[config.mk]
export PLATFORM = sky130hd
export DESIGN_NAME = register_dump
export DESIGN_NICKNAME = d
export VERILOG_FILES = /design/src/rtl/register_dump.sv
export SDC_FILE = /design/constraint.sdc
export NUM_CORES = 1
export LEC_CHECK = 0
export ABC_CLOCK_PERIOD_IN_PS = 2000
export CORE_ASPECT_RATIO = 1.75
export CORE_MARGIN = 8
export CORE_UTILIZATION = 44
export DETAILED_ROUTE_END_ITERATION = 10
export GPL_TIMING_DRIVEN = 0
export PLACE_DENSITY_LB_ADDON = 0.3
export SLEW_MARGIN = 20
export SYNTH_ARGS = -nofsm -noshare
export SYNTH_HDL_FRONTEND = slang
export SYNTH_SLANG_ARGS = --single-unit
[constraint.sdc]
create_clock -name clk -period 2 [get_ports clk]
set_clock_uncertainty 0.2 [all_clocks]
set_input_delay 0.3 -clock clk [delete_from_list [all_inputs] [get_ports clk]]
set_output_delay 0.3 -clock clk [all_outputs]
set_load 0.03 [all_outputs]
[src/rtl/register_dump.sv]
// ============================================================================
// Module   : register_dump
// Purpose  : Walks every register of a register file once per start request
//            and streams each word out as little-endian bytes over valid/ready.
// Revision : 1.0  initial release
// ============================================================================
`default_nettype none

module register_dump #(
  parameter int AddressBitWidth = 5,
  parameter int DataBitWidth    = 32
) (
  input  logic                       clk,
  input  logic                       rst_n,
  input  logic                       start,
  output logic [AddressBitWidth-1:0] reg_addr,
  input  logic [DataBitWidth-1:0]    reg_data,
  output logic [7:0]                 out_data,
  output logic                       out_valid,
  input  logic                       out_ready,
  output logic                       busy,
  output logic                       done
);

  localparam int BYTES_PER_WORD = DataBitWidth / 8;
  localparam int IDX_W          = (BYTES_PER_WORD > 1) ? $clog2(BYTES_PER_WORD) : 1;

  localparam logic [IDX_W-1:0]           c_LAST_IDX  = IDX_W'(BYTES_PER_WORD - 1);
  localparam logic [AddressBitWidth-1:0] c_LAST_ADDR = '1;

  localparam logic [1:0] c_ST_IDLE  = 2'd0;
  localparam logic [1:0] c_ST_FETCH = 2'd1;
  localparam logic [1:0] c_ST_SEND  = 2'd2;
  localparam logic [1:0] c_ST_DONE  = 2'd3;

  logic [1:0]                 state_q, state_d;
  logic [AddressBitWidth-1:0] addr_q,  addr_d;
  logic [DataBitWidth-1:0]    shift_q, shift_d;
  logic [IDX_W-1:0]           idx_q,   idx_d;

  always_comb begin
    state_d = state_q;
    addr_d  = addr_q;
    shift_d = shift_q;
    idx_d   = idx_q;
    case (state_q)
      c_ST_IDLE: begin
        if (start) begin
          addr_d  = '0;
          state_d = c_ST_FETCH;
        end
      end
      c_ST_FETCH: begin
        // The word is captured here only, so later register writes cannot leak into the stream.
        shift_d = reg_data;
        idx_d   = '0;
        state_d = c_ST_SEND;
      end
      c_ST_SEND: begin
        if (out_ready) begin
          shift_d = shift_q >> 8;
          idx_d   = idx_q + 1'b1;
          if (idx_q == c_LAST_IDX) begin
            if (addr_q == c_LAST_ADDR) begin
              state_d = c_ST_DONE;
            end else begin
              addr_d  = addr_q + 1'b1;
              state_d = c_ST_FETCH;
            end
          end
        end
      end
      c_ST_DONE: begin
        state_d = c_ST_IDLE;
      end
      default: begin
        state_d = c_ST_IDLE;
      end
    endcase
  end

  always_ff @(posedge clk) begin
    if (!rst_n) begin
      state_q <= c_ST_IDLE;
      addr_q  <= '0;
      shift_q <= '0;
      idx_q   <= '0;
    end else begin
      state_q <= state_d;
      addr_q  <= addr_d;
      shift_q <= shift_d;
      idx_q   <= idx_d;
    end
  end

  // All outputs decode registered state only; out_ready never reaches out_valid.
  assign reg_addr  = addr_q;
  assign out_data  = shift_q[7:0];
  assign out_valid = (state_q == c_ST_SEND);
  assign busy      = (state_q != c_ST_IDLE);
  assign done      = (state_q == c_ST_DONE);

endmodule

`default_nettype wire

==> flow_summary.json, run 1 <==
{
  "status": "completed",
  "p_total_uw": 1950,
  "synthMostInstantiatedCell": "nand2_1",
  "cts_max_level": 2,
  "arrival_ns": 1.96,
  "dieArea_um2": 7400,
  "hold_end": "shift_q[24]",
  "wl_per_cell_um": 15.0,
  "post_synth_inst_count": 249,
  "drive_above_1_share_pct": 20.6,
  "hold_violations": 0,
  "dp.cells": 351,
  "cts_buffers": 5,
  "remaining_drc_errors": 0,
  "cp_max_fo": 4,
  "crit_path_frequent_cell": "ha_4",
  "die_h_um": 108,
  "fin_area_um2": 2860,
  "top_layer": "met4",
  "setup_viol": 0,
  "rows": 33,
  "synth_nets": 288,
  "clock_latency_ns": 0.29,
  "crit_path_start_kind": "flop",
  "start_util_pct": 45.6,
  "route.met3.wl_um": 272,
  "syn_to_final_growth_pct": 34.5,
  "worstMarginPinSlew_ns": 0.606,
  "crit_chain": "ha_4, and3_4, ha_4, nand4b_1, or4_1, a31oi_1",
  "grt-ovfl-total": 0,
  "max_freq_ghz": 0.514,
  "vias": 1998,
  "critPathMaxStageDelay_ns": 0.44,
  "r2r-start": "reg_addr[1]",
  "r2r-end": "reg_addr[3]",
  "first_iter_violations": 105,
  "rsz0062_at_grt": "yes",
  "yosys.cell_types.count": 33,
  "powerDensity_nw_per_um2": 683,
  "grt_pass1_wl_um": 9190,
  "whs_path_depth": 3,
  "endpoint_kind": "flop",
  "yosysTopAreaCellShare_pct": 38.6,
  "synth_common_cells": "nand2_1 (62), dfxtp_1 (41), nor3_1 (25)",
  "placed_area_um2": 2700,
  "async_flop_share_pct": 0,
  "nFillCells": 409,
  "grt_pass1_vias": 2043,
  "yosysTopAreaCell": "dfxtp_1",
  "numPortBuffers": 50,
  "leakage_uw": 0.00104,
  "worst-setup-path-type": "reg2reg",
  "ys_warn_count": 0,
  "synth_area_leaders": "dfxtp_1 (39%), a311oi_2 (14%), nand2_1 (11%), nor3_1 (5.9%), o221ai_1 (2.9%)",
  "synth-seq-cells": 41,
  "crit_buf_inv": 0,
  "irDropWorstVdd_mv": 0.635,
  "synth_area_per_cell_um2": 8.54,
  "maxCapViolations": 0,
  "setup_ws_ns": 0.0541,
  "syn-cell-area_um2": 2130,
  "crit_family": "simple AND/OR/NAND/NOR gates",
  "holdCritPathClass": "in2reg",
  "ios": 52,
  "via_per_inst": 5.52,
  "clk_pin_slew_ns": 0.08,
  "antenna_found_initial": 0,
  "fin_cells": 362,
  "relSlewSlack_pct": 59.6,
  "firstDrtPassIters": 4,
  "die_width_um": 68.5,
  "ant_nets": 0,
  "finalCriticalPeriod_ns": 1.95,
  "nNetsFinal": 349,
  "cts-root-buf": "clkbuf_8",
  "min_period_over_period_pct": 97.3,
  "critPathRequiredTime_ns": 2.02,
  "totalWireLength_um": 5430,
  "cts_sinks": 41,
  "coreArea_um2": 4670,
  "rr_worst_depth": 6,
  "grt_max_degree": 18,
  "gp_congestion": 0.789,
  "slew_viol_final": 0,
  "drt-met1-wl_um": 2190,
  "cts_tree": "yes",
  "place_ws_ns": -0.549,
  "r2r_slack_ns": 0.05,
  "synth_edf_count": 0,
  "clockBufferDepth": 2,
  "route.met2.wl_um": 2890,
  "ys.flop_type": "dfxtp_1",
  "dp_hpwl_um": 4080,
  "holdCritStartpoint": "rst_n",
  "diodes": 0,
  "yosysSeqAreaShare_pct": 38.6,
  "crit_slowest_cell": "or4_1",
  "track_usage_pct": 15.4
}
[layout make-up]
cell class / instances / area [um^2] / share of cell area [%]
tap: 52 / 65.1 / 2.27
timing repair buffer: 55 / 523 / 18.3
inverter: 2 / 10.0 / 0.350
clock buffer: 7 / 86.3 / 3.02
sequential: 41 / 830 / 29.0
multi-input combinational: 173 / 1140 / 39.8
buffer: 32 / 209 / 7.31
[stage by stage]
stage               hold slack (ns)  util [%]  setup TNS, ns
floorplan                     0.249         -              0
global placement              0.256      57.8          -6.58
detailed placement            0.267      57.8          -6.31
CTS                           0.213      61.1              0
global route                  0.241      61.3       -0.00621
finish                        0.230      61.3              0
[worst max path at each step]
stage	from	end	slack, ns	cells past startpoint
4_1_cts	reg_addr[1]	reg_addr[3]	0.0004	6
2_1_floorplan	reg_addr[0]	reg_addr[3]	0.04	6
3_3_place_gp	state_q[1]	done	-0.56	4
6_report	reg_addr[1]	reg_addr[3]	0.05	6
3_5_place_dp	state_q[1]	done	-0.55	4
5_1_grt	reg_addr[1]	reg_addr[3]	-0.006	6
[registers in the layout, summed over array words and instances (netlist names)]
name	count
idx_q	2
state_q	2
shift_q	32
reg_addr	5
[what timing repair did]
action	4_1_cts	5_1_grt
setup endpoints to repair	4	22
hold buffers	0	0
buffers inserted	3	2
pin swaps	3	1
resized for setup	30	7
[layer usage]
metal	vias to the layer above	global-route usage (%)
met2	51	27.6
li1	1010	-
met3	5	3.31
met4	0	5.60
met1	932	16.7
met5	-	0
[where the power goes]
group | internal (uW) | leakage [uW] | switching, uW
clock network | 274 | 0.0000443 | 275
logic | 238 | 0.000654 | 248
registers | 880 | 0.000338 | 38.1
[cells by family (layout without fill, tap and decap cells)]
group / after synthesis / after routing / share of synthesized area, %
buffers and inverters: 35 / 96 / 9.30
adder cells (fa/ha/maj): 3 / 3 / 1.77
multiplexers: 1 / 1 / 0.471
flip-flops: 41 / 41 / 38.6
AO/OA/AOI/OAI: 54 / 54 / 24.9
AND/OR/NAND/NOR: 115 / 115 / 25.0
[worst min-delay path, stage by stage]
cell and delay, ns:
clkbuf_1 0.20, o221ai_1 0.13, a21oi_1 0.05
[layout by cell type, fill, tap and decap left out, types with 2 or more instances in the layout]
master            n
ha_4              2
a311oi_1          4
clkdlybuf4s50_1  47
o21ai_1           2
o22ai_1           3
a21o_1            2
buf_6             4
nand4b_1          2
clkbuf_8          7
or2_1             3
a311oi_2         20
nand2_1          62
nand2b_1          7
nor3_1           25
buf_4            14
buf_2             7
dfxtp_1          38
nand3_1           6
o221ai_1          7
o211ai_1          2
clkbuf_2          2
nor2_1            3
a21oi_1          11
clkbuf_4          2
dfxtp_4           2
clkbuf_1         11
Note: power is estimated with default switching activity, not from simulation.
==> run 2: changes to the inputs <==
--- a/config.mk
+++ b/config.mk
@@ -11,6 +11,7 @@
 export CORE_UTILIZATION = 44
 export DETAILED_ROUTE_END_ITERATION = 10
 export GPL_TIMING_DRIVEN = 0
+export MAX_ROUTING_LAYER = met4
 export PLACE_DENSITY_LB_ADDON = 0.3
 export SLEW_MARGIN = 20
 export SYNTH_ARGS = -nofsm -noshare
==> flow_summary.json, run 2 (synthesis gave the netlist of run 1 again) <==
{
  "grt-ovfl-total": 0,
  "crit_path_start_kind": "flop",
  "arrival_ns": 1.97,
  "clk_pin_slew_ns": 0.07,
  "slew_viol_final": 0,
  "wl_per_cell_um": 15.1,
  "hold_violations": 0,
  "die_width_um": 68.5,
  "endpoint_kind": "flop",
  "startpoint": "reg_addr[1]",
  "via_per_inst": 5.52,
  "track_usage_pct": 15.9,
  "cts_sinks": 41,
  "antenna_found_initial": 0,
  "finalCriticalPeriod_ns": 1.96,
  "worstMarginPinSlew_ns": 0.620,
  "r2r-start": "reg_addr[1]",
  "dp_hpwl_um": 4080,
  "dp.cells": 351,
  "cts-root-buf": "clkbuf_8",
  "first_iter_violations": 121,
  "layout_common_cells": "nand2_1 (62), clkdlybuf4s50_1 (47), dfxtp_1 (38)",
  "powerDensity_nw_per_um2": 682,
  "vias": 1991,
  "cts_buffers": 5,
  "syn_to_final_growth_pct": 34.4,
  "nNetsFinal": 348,
  "setup_ws_ns": 0.0447,
  "fin_cells": 361,
  "final_common_cell": "nand2_1",
  "holdCritStartpoint": "rst_n",
  "status": "completed",
  "dieArea_um2": 7400,
  "cts_tree": "yes",
  "cts_max_level": 2,
  "setup_viol": 0,
  "drive_above_1_share_pct": 20.7,
  "clockBufferDepth": 2,
  "regMostFlops": "shift_q",
  "largest_register_ffs": 32,
  "leakage_uw": 0.00103,
  "start_util_pct": 45.6,
  "grt_pass1_vias": 2045,
  "firstDrtPassIters": 4,
  "place_ws_ns": -0.549,
  "grt_max_degree": 18,
  "irDropWorstVdd_mv": 0.632,
  "rsz0062_at_grt": "yes",
  "min_period_over_period_pct": 97.8,
  "rows": 33,
  "max_freq_ghz": 0.511,
  "ios": 52,
  "clock_latency_ns": 0.29,
  "critPathRequiredTime_ns": 2.01,
  "relSlewSlack_pct": 58.7,
  "totalWireLength_um": 5460,
  "remaining_drc_errors": 0,
  "coreArea_um2": 4670,
  "maxCapViolations": 0,
  "diodes": 0,
  "die_h_um": 108,
  "setup-tns-final_ns": 0,
  "rr_worst_depth": 6,
  "grt_pass1_wl_um": 9190,
  "nFillCells": 406,
  "gp_congestion": 0.800,
  "worst-setup-path-type": "reg2reg",
  "whs_path_depth": 3,
  "holdCritPathClass": "in2reg",
  "ant_nets": 0,
  "cp_max_fo": 4,
  "numPortBuffers": 50
}
[run 2: changes by cell type in the layout (fill, tap and decap cells not counted), sizes merged]
cell | previous run | this run
buf | 25 | 24
[run 2: layout make-up]
| cell class | count | area, um^2 | share of cell area, % |
|---|---|---|---|
| Timing Repair Buffer | 54 | 515 | 18.0 |
| Clock buffer | 7 | 86.3 | 3.02 |
| Sequential cell | 41 | 830 | 29.0 |
| Tap cell | 52 | 65.1 | 2.28 |
| Buffer | 32 | 209 | 7.31 |
| Inverter | 2 | 10.0 | 0.350 |
| Multi-Input combinational cell | 173 | 1140 | 39.9 |
[run 2: path summary, 6_finish.rpt]
kind,to,slack [ns]
worst max-delay path,reg_addr[3],0.04
worst min-delay path,shift_q[24],0.23
worst max register to register,reg_addr[3],0.04
worst min register to register,shift_q[25],0.27
[run 2: per-stage QoR]
step           instance area (um^2)  total power, uW  utilization [%]  hold slack [ns]
5_1_grt                        2860             2040             61.2            0.238
3_5_place_dp                   2700             1420             57.8            0.267
2_1_floorplan                  2130             1250                -            0.249
6_report                       2860             1950             61.2            0.228
4_1_cts                        2850             1960             61.1            0.213
3_3_place_gp                   2700             1410             57.8            0.256
[run 2: what timing repair did]
| action | CTS | global route |
|---|---|---|
| gates resized for setup | 30 | 8 |
| setup endpoints to repair | 4 | 22 |
| hold buffers | 0 | 0 |
| setup buffers | 3 | 1 |
| pin swaps | 3 | 1 |
[run 2: power by group]
| group | total, uW | internal (uW) | switching (uW) |
|---|---|---|---|
| logic | 487 | 238 | 248 |
| clock network | 543 | 274 | 269 |
| registers | 918 | 880 | 38.0 |
| total | 1950 | 1390 | 555 |
[run 2: metal layers]
layer  global-route usage [%]  routed length [um]  vias up
met4                     5.60                 104        0
li1                         -                   -     1009
met2                     27.7                2870       56
met5                        -                   0        -
met1                     16.8                2250      916
met3                     3.42                 243       10
[run 2: critical path, cell delays in order, from the launching register on]
cell	delay (ns)
dfxtp_4	0.36
ha_4	0.15
and3_4	0.18
ha_4	0.15
nand4b_1	0.25
or4_1	0.45
a31oi_1	0.14
==> run 3: changes to the inputs <==
--- a/config.mk
+++ b/config.mk
@@ -6,14 +6,13 @@
 export NUM_CORES = 1
 export LEC_CHECK = 0
 export ABC_CLOCK_PERIOD_IN_PS = 2000
-export CORE_ASPECT_RATIO = 1.75
+export CORE_ASPECT_RATIO = 1.25
 export CORE_MARGIN = 8
-export CORE_UTILIZATION = 44
+export CORE_UTILIZATION = 40
 export DETAILED_ROUTE_END_ITERATION = 10
 export GPL_TIMING_DRIVEN = 0
 export MAX_ROUTING_LAYER = met4
 export PLACE_DENSITY_LB_ADDON = 0.3
-export SLEW_MARGIN = 20
 export SYNTH_ARGS = -nofsm -noshare
 export SYNTH_HDL_FRONTEND = slang
 export SYNTH_SLANG_ARGS = --single-unit
==> flow_summary.json, run 3 (synthesis gave the netlist of run 1 again) <==
{
  "status": "completed",
  "layout_common_cells": "nand2_1 (62), clkdlybuf4s50_1 (46), dfxtp_1 (38)",
  "syn_to_final_growth_pct": 35.0,
  "holdCritPathClass": "in2reg",
  "hold_buffers": 0,
  "die_width_um": 81.2,
  "firstDrtPassIters": 5,
  "endpoint_kind": "flop",
  "coreArea_um2": 5120,
  "layout.area.seq_um2": 830,
  "crit_path_frequent_cell": "ha_4",
  "maxCapViolations": 0,
  "leakage_uw": 0.00104,
  "rsz0062_at_grt": "yes",
  "critPathRequiredTime_ns": 2.02,
  "place_ws_ns": -0.518,
  "startpoint": "reg_addr[0]",
  "cts_tree": "yes",
  "grt-ovfl-total": 0,
  "grt_pass1_vias": 1863,
  "max_freq_ghz": 0.503,
  "min_period_over_period_pct": 99.4,
  "clockBufferDepth": 2,
  "grt_pass1_wl_um": 8510,
  "slew_viol_final": 0,
  "irDropWorstVdd_mv": 0.348,
  "regMostFlops": "shift_q",
  "drive_above_1_share_pct": 20.7,
  "largest_register_ffs": 32,
  "cts-root-buf": "clkbuf_8",
  "cts_buffers": 5,
  "critPathMaxStageDelay_ns": 0.50,
  "setup-tns-final_ns": 0,
  "cp_max_fo": 3,
  "worstMarginPinSlew_ns": 0.615,
  "diodes": 0,
  "first_iter_violations": 88,
  "clk_pin_slew_ns": 0.09,
  "setup_viol": 0,
  "finalCriticalPeriod_ns": 1.99,
  "via_per_inst": 5.28,
  "rows": 29,
  "grt_max_degree": 18,
  "setup_ws_ns": 0.0123,
  "ant_nets": 0,
  "cts_max_level": 2,
  "r2r-start": "reg_addr[0]",
  "ios": 52,
  "cts_sinks": 41,
  "totalWireLength_um": 5340,
  "timing.hold.ws_ns": 0.232,
  "dieArea_um2": 7920,
  "final_common_cell": "nand2_1",
  "crit_chain": "ha_4, and3_4, ha_4, nand4b_1, or4_1, a31oi_1",
  "track_usage_pct": 13.4,
  "gp_congestion": 0.851,
  "antenna_found_initial": 0,
  "crit_family": "simple AND/OR/NAND/NOR gates",
  "hold_violations": 0,
  "relSlewSlack_pct": 59.0,
  "arrival_ns": 2.01,
  "worst-setup-path-type": "reg2reg",
  "multi_input_area_um2": 1140,
  "start_util_pct": 41.6,
  "clock_latency_ns": 0.29,
  "wl_per_cell_um": 14.4,
  "die_h_um": 97.5,
  "crit_buf_inv": 0,
  "crit_slowest_cell": "or4_1",
  "dp_hpwl_um": 3860,
  "nFillCells": 482,
  "nNetsFinal": 347,
  "remaining_drc_errors": 0,
  "powerDensity_nw_per_um2": 687,
  "holdCritStartpoint": "rst_n",
  "vias": 1958,
  "crit_path_start_kind": "flop",
  "numPortBuffers": 50
}
[run 3: cell count changes in the layout (fill, tap and decap cells not counted), sizes merged]
cell / delta
clkdlybuf4s50: -1
buf: -2
dlymetal6s2s: +1
clkinvlp: +1
clkbuf: +1
[run 3: metrics by stage]
step	std cells	total power [uW]	util [%]	cell area, um^2
after floorplan	249	1250	-	2130
after CTS	370	1990	55.9	2860
after detailed placement	361	1420	52.9	2710
final	371	1970	56.1	2870
after global placement	361	1410	52.9	2710
after global routing	371	2060	56.1	2870
[run 3: final timing paths]
| check | endpoint | slack, ns | cells past startpoint |
|---|---|---|---|
| worst max-delay path | reg_addr[3] | 0.01 | 6 |
| worst min-delay path | reg_addr[4] | 0.23 | 3 |
| worst max register to register | reg_addr[3] | 0.01 | 6 |
| worst min register to register | shift_q[29] | 0.27 | 2 |
[run 3: timing repair]
item                                    4_1_cts  5_1_grt
cloned                                        0        0
resized for setup                            30        8
hold endpoints to repair                      0        0
endpoints found under the setup margin        5       17
pin swaps                                     2        1
buffers inserted                              2        1
[run 3: metal layers]
layer | vias up | global-route usage [%] | share of wire (%) | wire length [um]
met2 | 56 | 22.0 | 47 | 2490
met1 | 891 | 15.5 | 47 | 2520
li1 | 1007 | - | - | -
met4 | 0 | 3.45 | 0.84 | 45
met3 | 4 | 3.61 | 5.3 | 283
met5 | - | - | 0 | 0
[run 3: layout make-up]
type / count / share of cell area (%)
plain buffers: 32 / 7.33
flip-flops and latches: 41 / 28.9
clock inverters: 1 / 0.262
clock buffers: 7 / 3.01
inverters: 2 / 0.349
multi-input cells: 173 / 39.6
well taps: 62 / 2.70
repair buffers: 53 / 17.8
[run 3: report_power, final]
group / switching (uW) / internal [uW] / total [uW]
Sequential: 38.0 / 881 / 919
Clock: 288 / 281 / 568
Combinational: 246 / 238 / 484
Total: 572 / 1400 / 1970
[run 3: tightest hold or removal path, cell delays in order]
cell,delay [ns]
clkbuf_1,0.20
nand2_1,0.12
o22ai_1,0.06
